==> src/rtl/fifo_rd_stream_stage_pkg.sv <==
// Shared constants and helpers for the asynchronous FIFO read-side stream stage.
package fifo_rd_stream_stage_pkg;

    localparam int FIFO_DATA_WIDTH = 8;
    localparam int RD_LATENCY_MIN  = 1;
    localparam int RD_LATENCY_MAX  = 3;

    // Width of a counter that must hold every value from 0 up to depth inclusive.
    function automatic int level_width(input int depth);
        return $clog2(depth) + 1;
    endfunction

    // Memory read latencies the stage is built to track.
    function automatic bit rd_latency_legal(input int lat);
        return (lat >= RD_LATENCY_MIN) && (lat <= RD_LATENCY_MAX);
    endfunction

endpackage

==> src/rtl/d_ff_async.sv <==
// Plain D flip-flop with asynchronous active-high reset to zero.
module d_ff_async #(
    parameter int WIDTH = 1
) (
    input  logic             clk,
    input  logic             rst,
    input  logic [WIDTH-1:0] d,
    output logic [WIDTH-1:0] q
);

    // Register d every clock, clear immediately on reset.
    always_ff @(posedge clk or posedge rst) begin
        if (rst) begin
            q <= '0;
        end else begin
            q <= d;
        end
    end

endmodule

==> src/rtl/fifo_rd_stream_stage_sync_output_buffer.sv <==
// Single-clock register queue holding words that have come back from the
// FIFO memory but have not yet been taken by the consumer.
module sync_output_buffer
    import fifo_rd_stream_stage_pkg::*;
#(
    parameter int DATA_WIDTH = FIFO_DATA_WIDTH,
    parameter int DEPTH      = 4
) (
    input  logic                          clk,
    input  logic                          rst,
    input  logic                          i_push,
    input  logic [DATA_WIDTH-1:0]         i_push_data,
    input  logic                          i_pop,
    output logic                          o_valid,
    output logic [DATA_WIDTH-1:0]         o_head_data,
    output logic [level_width(DEPTH)-1:0] o_level
);

    localparam int AW = $clog2(DEPTH);
    localparam int LW = level_width(DEPTH);
    localparam logic [AW-1:0] PTR_ONE    = AW'(1);
    localparam logic [LW-1:0] LEVEL_ONE  = LW'(1);
    localparam logic [LW-1:0] LEVEL_FULL = LW'(DEPTH);

    logic [DATA_WIDTH-1:0] r_mem [DEPTH];
    logic [AW-1:0]         r_wr_ptr;
    logic [AW-1:0]         r_rd_ptr;
    logic [LW-1:0]         r_level;

    // Storage: cleared on reset so the head word is never X, written at the tail on push.
    always_ff @(posedge clk or posedge rst) begin
        if (rst) begin
            for (int i = 0; i < DEPTH; i++) begin
                r_mem[i] <= '0;
            end
        end else if (i_push) begin
            r_mem[r_wr_ptr] <= i_push_data;
        end
    end

    // Pointers wrap naturally; occupancy comes from the level counter, not a pointer compare.
    always_ff @(posedge clk or posedge rst) begin
        if (rst) begin
            r_wr_ptr <= '0;
            r_rd_ptr <= '0;
            r_level  <= '0;
        end else begin
            if (i_push) begin
                r_wr_ptr <= r_wr_ptr + PTR_ONE;
            end
            if (i_pop) begin
                r_rd_ptr <= r_rd_ptr + PTR_ONE;
            end
            case ({i_push, i_pop})
                2'b10:   r_level <= r_level + LEVEL_ONE;
                2'b01:   r_level <= r_level - LEVEL_ONE;
                default: r_level <= r_level;
            endcase
        end
    end

    // A push into a full buffer means the upstream credit accounting is broken.
    always @(posedge clk) begin
        if (!rst) begin
            a_no_overflow: assert (!(i_push && (r_level == LEVEL_FULL)));
        end
    end

    assign o_valid     = (r_level != '0);
    assign o_head_data = r_mem[r_rd_ptr];
    assign o_level     = r_level;

endmodule

==> src/rtl/fifo_rd_stream_stage.sv <==
// Read-side output stage of the asynchronous FIFO: turns empty/rd_en/latent
// read data into a first-word-fall-through valid/ready stream, issuing reads
// only when the buffer is guaranteed to have room for every word in flight.
module fifo_rd_stream_stage
    import fifo_rd_stream_stage_pkg::*;
#(
    parameter int DATA_WIDTH = FIFO_DATA_WIDTH,
    parameter int RD_LATENCY = 1,
    parameter int BUF_DEPTH  = 4
) (
    input  logic                              clk,
    input  logic                              rst,
    input  logic                              fifo_empty,
    output logic                              fifo_rd_en,
    input  logic [DATA_WIDTH-1:0]             fifo_rd_data,
    output logic                              out_valid,
    input  logic                              out_ready,
    output logic [DATA_WIDTH-1:0]             out_data,
    output logic [level_width(BUF_DEPTH)-1:0] out_level
);

    localparam int LW = level_width(BUF_DEPTH);
    localparam logic [LW:0] CREDIT_LIMIT = (LW + 1)'(BUF_DEPTH);

    if (!rd_latency_legal(RD_LATENCY)) begin : g_bad_latency
        $error("fifo_rd_stream_stage: RD_LATENCY must be 1..3");
    end
    if ((BUF_DEPTH < RD_LATENCY + 1) || ((BUF_DEPTH & (BUF_DEPTH - 1)) != 0)) begin : g_bad_depth
        $error("fifo_rd_stream_stage: BUF_DEPTH must be a power of two >= RD_LATENCY+1");
    end

    logic [RD_LATENCY-1:0] w_trk;
    logic [LW-1:0]         w_inflight;
    logic [LW:0]           w_credit_sum;
    logic                  w_pop;
    logic                  w_capture;

    // Stream handshake: out_data is a word transferred on every cycle where
    // out_valid and out_ready are both high; once out_valid rises it and
    // out_data hold until that transfer happens.
    assign w_pop     = out_valid & out_ready;
    assign w_capture = w_trk[RD_LATENCY-1];

    // In-flight tracker: one flop per cycle of memory latency, bit0 sees the read request.
    for (genvar g = 0; g < RD_LATENCY; g++) begin : g_trk
        logic w_d;
        if (g == 0) begin : g_head
            assign w_d = fifo_rd_en;
        end else begin : g_tail
            assign w_d = w_trk[g-1];
        end
        d_ff_async #(.WIDTH(1)) u_ff (
            .clk (clk),
            .rst (rst),
            .d   (w_d),
            .q   (w_trk[g])
        );
    end

    // Count reads issued whose data has not yet been captured.
    always_comb begin
        w_inflight = '0;
        for (int i = 0; i < RD_LATENCY; i++) begin
            w_inflight = w_inflight + LW'(w_trk[i]);
        end
    end

    // Credit: buffered + in flight, minus the slot freed by this cycle's pop.
    assign w_credit_sum = {1'b0, out_level} + {1'b0, w_inflight} - (LW + 1)'(w_pop);
    assign fifo_rd_en   = !rst && !fifo_empty && (w_credit_sum < CREDIT_LIMIT);

    sync_output_buffer #(
        .DATA_WIDTH (DATA_WIDTH),
        .DEPTH      (BUF_DEPTH)
    ) u_buf (
        .clk         (clk),
        .rst         (rst),
        .i_push      (w_capture),
        .i_push_data (fifo_rd_data),
        .i_pop       (w_pop),
        .o_valid     (out_valid),
        .o_head_data (out_data),
        .o_level     (out_level)
    );

endmodule

==> config.mk <==
export PLATFORM = sky130hd
export DESIGN_NAME = fifo_rd_stream_stage
export DESIGN_NICKNAME = d
export VERILOG_FILES = /design/src/rtl/fifo_rd_stream_stage_pkg.sv /design/src/rtl/d_ff_async.sv /design/src/rtl/fifo_rd_stream_stage_sync_output_buffer.sv /design/src/rtl/fifo_rd_stream_stage.sv
export SDC_FILE = /design/constraint.sdc
export NUM_CORES = 1
export LEC_CHECK = 0
export BUFFER_PORTS_ARGS = -buffer_cell sky130_fd_sc_hd__buf_2
export CAP_MARGIN = 25
export CORE_ASPECT_RATIO = 0.75
export CORE_MARGIN = 2
export CORE_UTILIZATION = 45
export DETAILED_ROUTE_END_ITERATION = 10
export HOLD_SLACK_MARGIN = 0.05
export SETUP_SLACK_MARGIN = 0.02
export SYNTH_ARGS = -nofsm -noshare
export SYNTH_HDL_FRONTEND = slang
export SYNTH_HIERARCHICAL = 1
export SYNTH_SLANG_ARGS = --single-unit
==> constraint.sdc <==
create_clock -name clk -period 2.55 [get_ports clk]
set_input_delay 0.255 -clock clk [delete_from_list [all_inputs] [get_ports clk]]
set_output_delay 0.255 -clock clk [all_outputs]
set_load 0.03 [all_outputs]
# Word-level counts from Yosys, hierarchy flattened
# Cells that the tools add are included.
totals:
  elab_cells: 37
  output_inout_bits: 13
  regBits: 40
  input_bits: 12
op_classes:
  n_lt_le_gt_ge: 4
  bitwise: 3
  mux: 7
  eq_ne: 2
  add_sub_neg: 6
  n_reduce_logical: 7
op_table:
  columns: ["cell", "n"]
  rows:
  - ["$bwmux W32", 1]
  - ["$mux W8", 3]
  - ["$bmux W8 S2", 1]
  - ["$demux W8 S2", 1]
  - ["$ge A3 B3 Y1 const B", 2]
  - ["$not A2 Y3", 2]
  - ["$pmux W3 S2", 1]
  - ["$add A2 B1 Y2 const B", 2]
  - ["$add A3 B1 Y4", 1]
  - ["$lt A4 B3 Y1 const B", 1]
  - ["$sub A4 B1 Y4", 1]
  - ["$add A3 B1 Y3 const B", 1]
  - ["$logic_and A1 B1 Y1", 3]
  - ["$lt A3 B1 Y1 const B", 1]
  - ["$reduce_bool A3 Y1", 1]
  - ["$sub A3 B1 Y3 const B", 1]
  - ["$eq A2 B1 Y1 const B", 1]
  - ["$eq A2 B2 Y1 const B", 1]
  - ["$logic_not A1 Y1", 2]
  - ["$reduce_bool A2 Y1", 1]
  - ["$and A1 B1 Y1", 1]

# Longest topological paths before layout
logic_depth:
  word_depth: 6
  ltp_mapped: 8
  depth_no_buf: 8

# Modules after synthesis
# The synthesis kept the hierarchy.
modules_own_cells:
  columns: ["mod", "area_per_inst_um2", "cells_per_inst", "n_inst", "seq_area_each_um2"]
  rows:
  - ["sync_output_buffer", 1757.9, 112, 1, 975.9]
  - ["fifo_rd_stream_stage", 132.6, 17, 1, 0.0]
  - ["d_ff_async", 28.8, 2, 1, 25.0]

# Worst setup path after synthesis
# No wires, ideal clock.
synth_timing:
  kind: "register -> output"
  startpoint: "register u_buf.r_level[1], in the netlist u_buf/o_level[1]"
  endpoint: "output fifo_rd_en"
  t_arrival_ns: 2.684
  setup_slack_ns: -0.389
  path_buffers: 0
  path_stages_with_launch: 9
  t_required_ns: 2.295
  cell_sequence: "dfrtp_1 > or3_1 > and2_1 > ha_1 > inv_1 > ha_1 > nand3b_4 > a211o_1 > a311oi_2"
synth_between:
  elab_chain_cells: 5
  word_cells_on_any_way: 6
  cone_classes: "add/sub: 2; order compare: 1; bitwise: 1; reduce/logical: 2"
synth_lines:
  columns: ["element", "line", "rtl"]
  rows:
  - ["start: declaration", "fifo_rd_stream_stage_sync_output_buffer.sv:28", "logic [LW-1:0] r_level;"]
  - ["start signal: assignment", "fifo_rd_stream_stage_sync_output_buffer.sv:55", "2'b10: r_level <= r_level + LEVEL_ONE;"]
  - ["start signal: assignment", "fifo_rd_stream_stage_sync_output_buffer.sv:56", "2'b01: r_level <= r_level - LEVEL_ONE;"]
  - ["start signal: assignment", "fifo_rd_stream_stage_sync_output_buffer.sv:57", "default: r_level <= r_level;"]
  - ["$reduce_bool A3 Y1", "fifo_rd_stream_stage_sync_output_buffer.sv:69", "assign o_valid = (r_level != '0);"]
  - ["net out_valid", "fifo_rd_stream_stage.sv:16", "output logic out_valid,"]
  - ["$and A1 B1 Y1", "fifo_rd_stream_stage.sv:41", "assign w_pop = out_valid & out_ready;"]
  - ["net w_pop", "fifo_rd_stream_stage.sv:35", "logic w_pop;"]
  - ["$sub A4 B1 Y4", "fifo_rd_stream_stage.sv:69", "assign w_credit_sum = {1'b0, out_level} + {1'b0, w_inflight} - (LW + 1)'(w_pop);"]
  - ["$lt A4 B3 Y1", "fifo_rd_stream_stage.sv:70", "assign fifo_rd_en = !rst && !fifo_empty && (w_credit_sum < CREDIT_LIMIT);"]
  - ["$logic_and A1 B1 Y1", "fifo_rd_stream_stage.sv:70", null]
  - ["end: declaration", "fifo_rd_stream_stage.sv:14", "output logic fifo_rd_en,"]
# The timed path passes the listed nets, and every way through them passes these cells.

# Worst setup path in the final report
layout_timing:
  startpoint: "register u_buf.r_level[2], in the netlist u_buf/o_level[2]"
  endpoint: "output fifo_rd_en"
layout_between:
  elab_chain_cells: 5
  word_cells_on_any_way: 6
  cone_classes: "add/sub: 2; order compare: 1; bitwise: 1; reduce/logical: 2"
layout_lines:
  columns: ["element", "line"]
  rows:
  - ["$reduce_bool A3 Y1", "fifo_rd_stream_stage_sync_output_buffer.sv:69"]
  - ["$and A1 B1 Y1", "fifo_rd_stream_stage.sv:41"]
  - ["net w_pop", "fifo_rd_stream_stage.sv:35"]
  - ["$sub A4 B1 Y4", "fifo_rd_stream_stage.sv:69"]
  - ["$lt A4 B3 Y1", "fifo_rd_stream_stage.sv:70"]
  - ["$logic_and A1 B1 Y1", "fifo_rd_stream_stage.sv:70"]
# The timed path passes the listed nets, and every way through them passes these cells.

==> results.md <==
- Initial Utilization: 0.471
- First-pass GRT wire length: 5890 um
- Worst Skew: 6.28 ps
- Inserted Diodes: 0
- Worst skew pair latency: 290 ps
- Power per cell area: 1410 mW/mm2
- # clock sinks: 40
- Largest family of logic cells by synthesized area: multiplexers
- Area grow syn2layout: 20.1%
- GRT Total Usage: 0.169
- H-tree depth: 2
- Clock buffer count from CTS: 5
- Hold Crit Class: input port to flop
- Chip width: 79.4 um
- Worst-path clk slew: 70 ps
- Top_reg_cell synth: dfrtp_1
- Synth Area in XOR/XNOR: 0.0274
- Post-synth EDFFs: 0
- Min cycle time layout: 2620 ps
- Outcome: finished with violations
- Fillcell total: 353
- Worst Max-Slew Pin Slew: 473 ps
- Rel. slew slack: 0.685
- Core area: 0.00408 mm2
- DP Worst Slack: 117 ps
- Overall power: 3250 uW
- Final ANT Viol Nets: 0
- Final Max Tran Viols: 0
- WS Path Type: flop to output port
- Startpoint Class: flop
- Synth Area in Adders: 0.0626
- Avg Vias per Cell: 5.16
- Fin crit share: 1.03
- Synth Area in Compound Gates: 0.0176
- DR vias: 1141
- I/O pins: 25
- I/O Buffers: 24
- Setup crit end kind: output port
- Worst vdd ir: 687 uV
- Worst EP arrival: 2360 ps
- Seq/Total Area, Yosys: 0.522
- Placement Cell Area: 0.00216 mm2
- # DRC: 0
- Post-synthesis simple-gate area fraction: 0.0495
- Failing checks: setup timing
- Worst-path maximum fanout: 4
- Die ar.: 0.00481 mm2
- Avg Synthesized Cell Area: 14.7 um2
- Max Cap Viol: 0
- Routability cong.: 0.759
- Post-Syn Area: 0.00192 mm2
- Synth cell types: 23
- WL final: 3440 um
- Final hold vios: 0
- Initial DRC count: 51
- Post-DP HPWL: 2440 um
- Syn nets: 152
- Static Leak: 0.00104 uW
- F_max: 0.382 GHz
- CTS Buffer Depth: 2
- # rows: 20
- Largest net degree at the start of global routing: 40
- Multiplexer share of the synthesized area: 0.282
- RSZ-0062 raised after global routing: yes
- Fin worst setup slack: -67.7 ps
- Die height: 60.6 um
- NumNets Final: 186
- Gr ovfl total: 0
- Final setup viols: 1
- Synth Warn #: 6
- CTS Root Buffer Type: clkbuf_8
- Initial antenna violation count: 0
- WL per Instance: 15.6 um
- CTS tree: done
- Register bit total from synthesis: 40
- Gate count after technology mapping: 131
- Final Cell Area: 0.00231 mm2
- Worst EP required: 2300 ps
- Drt first pass iters: 4
- Vias in the first global route: 1201
- Layout cells sized above 1: 0.542
- Synth async-reset ratio: 1.00
-- Yosys cell counts (2+ instances only) --
library cell,count,area (um2)
mux2_2,32,360
inv_1,14,52.6
mux4_2,8,180
nand2_2,4,25.0
ha_1,8,100
dfrtp_1,40,1000
xnor2_1,2,17.5
nor2_1,2,7.51
nand2_1,3,11.3
o21ai_0,2,10.0
xor2_1,4,35.0
-- sequential cells by signal, indices dropped and copies added, names as in the netlist --
| register | flops |
|---|---|
| u_buf/r_wr_ptr | 2 |
| u_buf/r_mem | 32 |
| g_trk.u_ff/q | 1 |
| u_buf/r_rd_ptr | 2 |
| u_buf/o_level | 3 |
-- cell families after synthesis --
| family | count (synthesis) |
|---|---|
| buffers and inverters | 17 |
| DFF | 40 |
| AOI/OAI and AO/OA | 4 |
| xor gates and xnor gates | 6 |
| adders and majority gates | 9 |
| muxes | 40 |
| and+or+nand+nor | 15 |
-- worst paths after layout --
path                                          to              from  slack [ps]  depth (start not counted)
min in group asynchronous        g_trk[0].u_ff/q               rst         390                          3
max in group asynchronous       u_buf/o_level[0]               rst        1730                          4
worst max-delay path                  fifo_rd_en  u_buf/o_level[2]         -70                          9
worst min-delay path             g_trk[0].u_ff/q        fifo_empty         150                          2
worst min register to register   u_buf/r_mem[22]   u_buf/r_mem[22]         510                          1
worst max register to register   g_trk[0].u_ff/q  u_buf/o_level[2]         540                          8
-- metrics by stage --
stage | util | TNS (ps) | instances | hold WS, ps
2_1_floorplan | - | 0 | 131 | -16.3
3_3_place_gp | 0.531 | 0 | 211 | 127
3_5_place_dp | 0.531 | 0 | 211 | 137
4_1_cts | 0.563 | -125 | 220 | 141
5_1_grt | 0.565 | -168 | 221 | 141
6_report | 0.565 | -67.7 | 221 | 147
-- cell type report --
cell class | count | area (um2) | share of cell area
flip-flops and latches | 40 | 1000 | 0.436
multi-input cells | 74 | 886 | 0.384
repair buffers | 30 | 186 | 0.0808
clock buffers | 6 | 72.6 | 0.0315
well taps | 55 | 68.8 | 0.0298
inverters | 14 | 52.6 | 0.0228
clock inverters | 2 | 35.0 | 0.0152
-- cells in the final DEF (no fill, tap or decap) --
cell	synthesis	final
o21ai_0	2	2
dfrtp_1	40	37
inv_1	14	13
xnor2_1	2	2
clkbuf_1	0	1
mux4_2	8	8
nand3b_4	1	1
fa_1	1	1
xor2_1	4	4
mux2_2	32	32
nand2_2	4	4
or3_4	0	1
a311oi_4	0	1
ha_1	8	6
clkinv_2	0	1
nand4_1	1	1
nand3_1	1	1
bufinv_16	0	1
dlygate4sd3_1	0	1
and2_4	0	1
nor3b_1	1	1
dfrtp_2	0	3
nor2_1	2	2
buf_12	0	1
buf_2	1	23
nand2_1	3	3
inv_2	0	1
buf_6	1	1
ha_4	0	2
buf_4	1	4
a211o_1	1	1
clkbuf_8	0	5
-- metal layers --
| metal | wire length (um) | track usage | vias up |
|---|---|---|---|
| li1 | - | - | 521 |
| met1 | 1560 | 0.218 | 589 |
| met2 | 1710 | 0.282 | 26 |
| met3 | 135 | 0.0446 | 5 |
| met4 | 39 | 0.0591 | 0 |
| met5 | 0 | 0 | - |
-- critical path, stage by stage, from the launching register on --
cell	delay (ps)
dfrtp_2	400
or3_4	380
and2_4	170
ha_4	150
inv_2	50
ha_4	130
nand3b_4	80
a211o_1	300
a311oi_4	240
buf_6	170
-- where the power goes --
part           internal, uW  switching, uW  leakage, uW  total, uW
Combinational           764            799     0.000515       1560
Clock                   290            212    0.0000552        502
Sequential              963            224     0.000467       1190
-- repair_timing --
item | in CTS | in global routing
setup endpoints to repair | 1 | 1
endpoints found under the hold margin | 3 | 0
setup buffers | 0 | 1
hold buffers | 1 | 0
gates resized for setup | 3 | 0
gates cloned | 0 | 0
pin swaps | 1 | 0
Note: power is estimated with default switching activity, not from simulation.
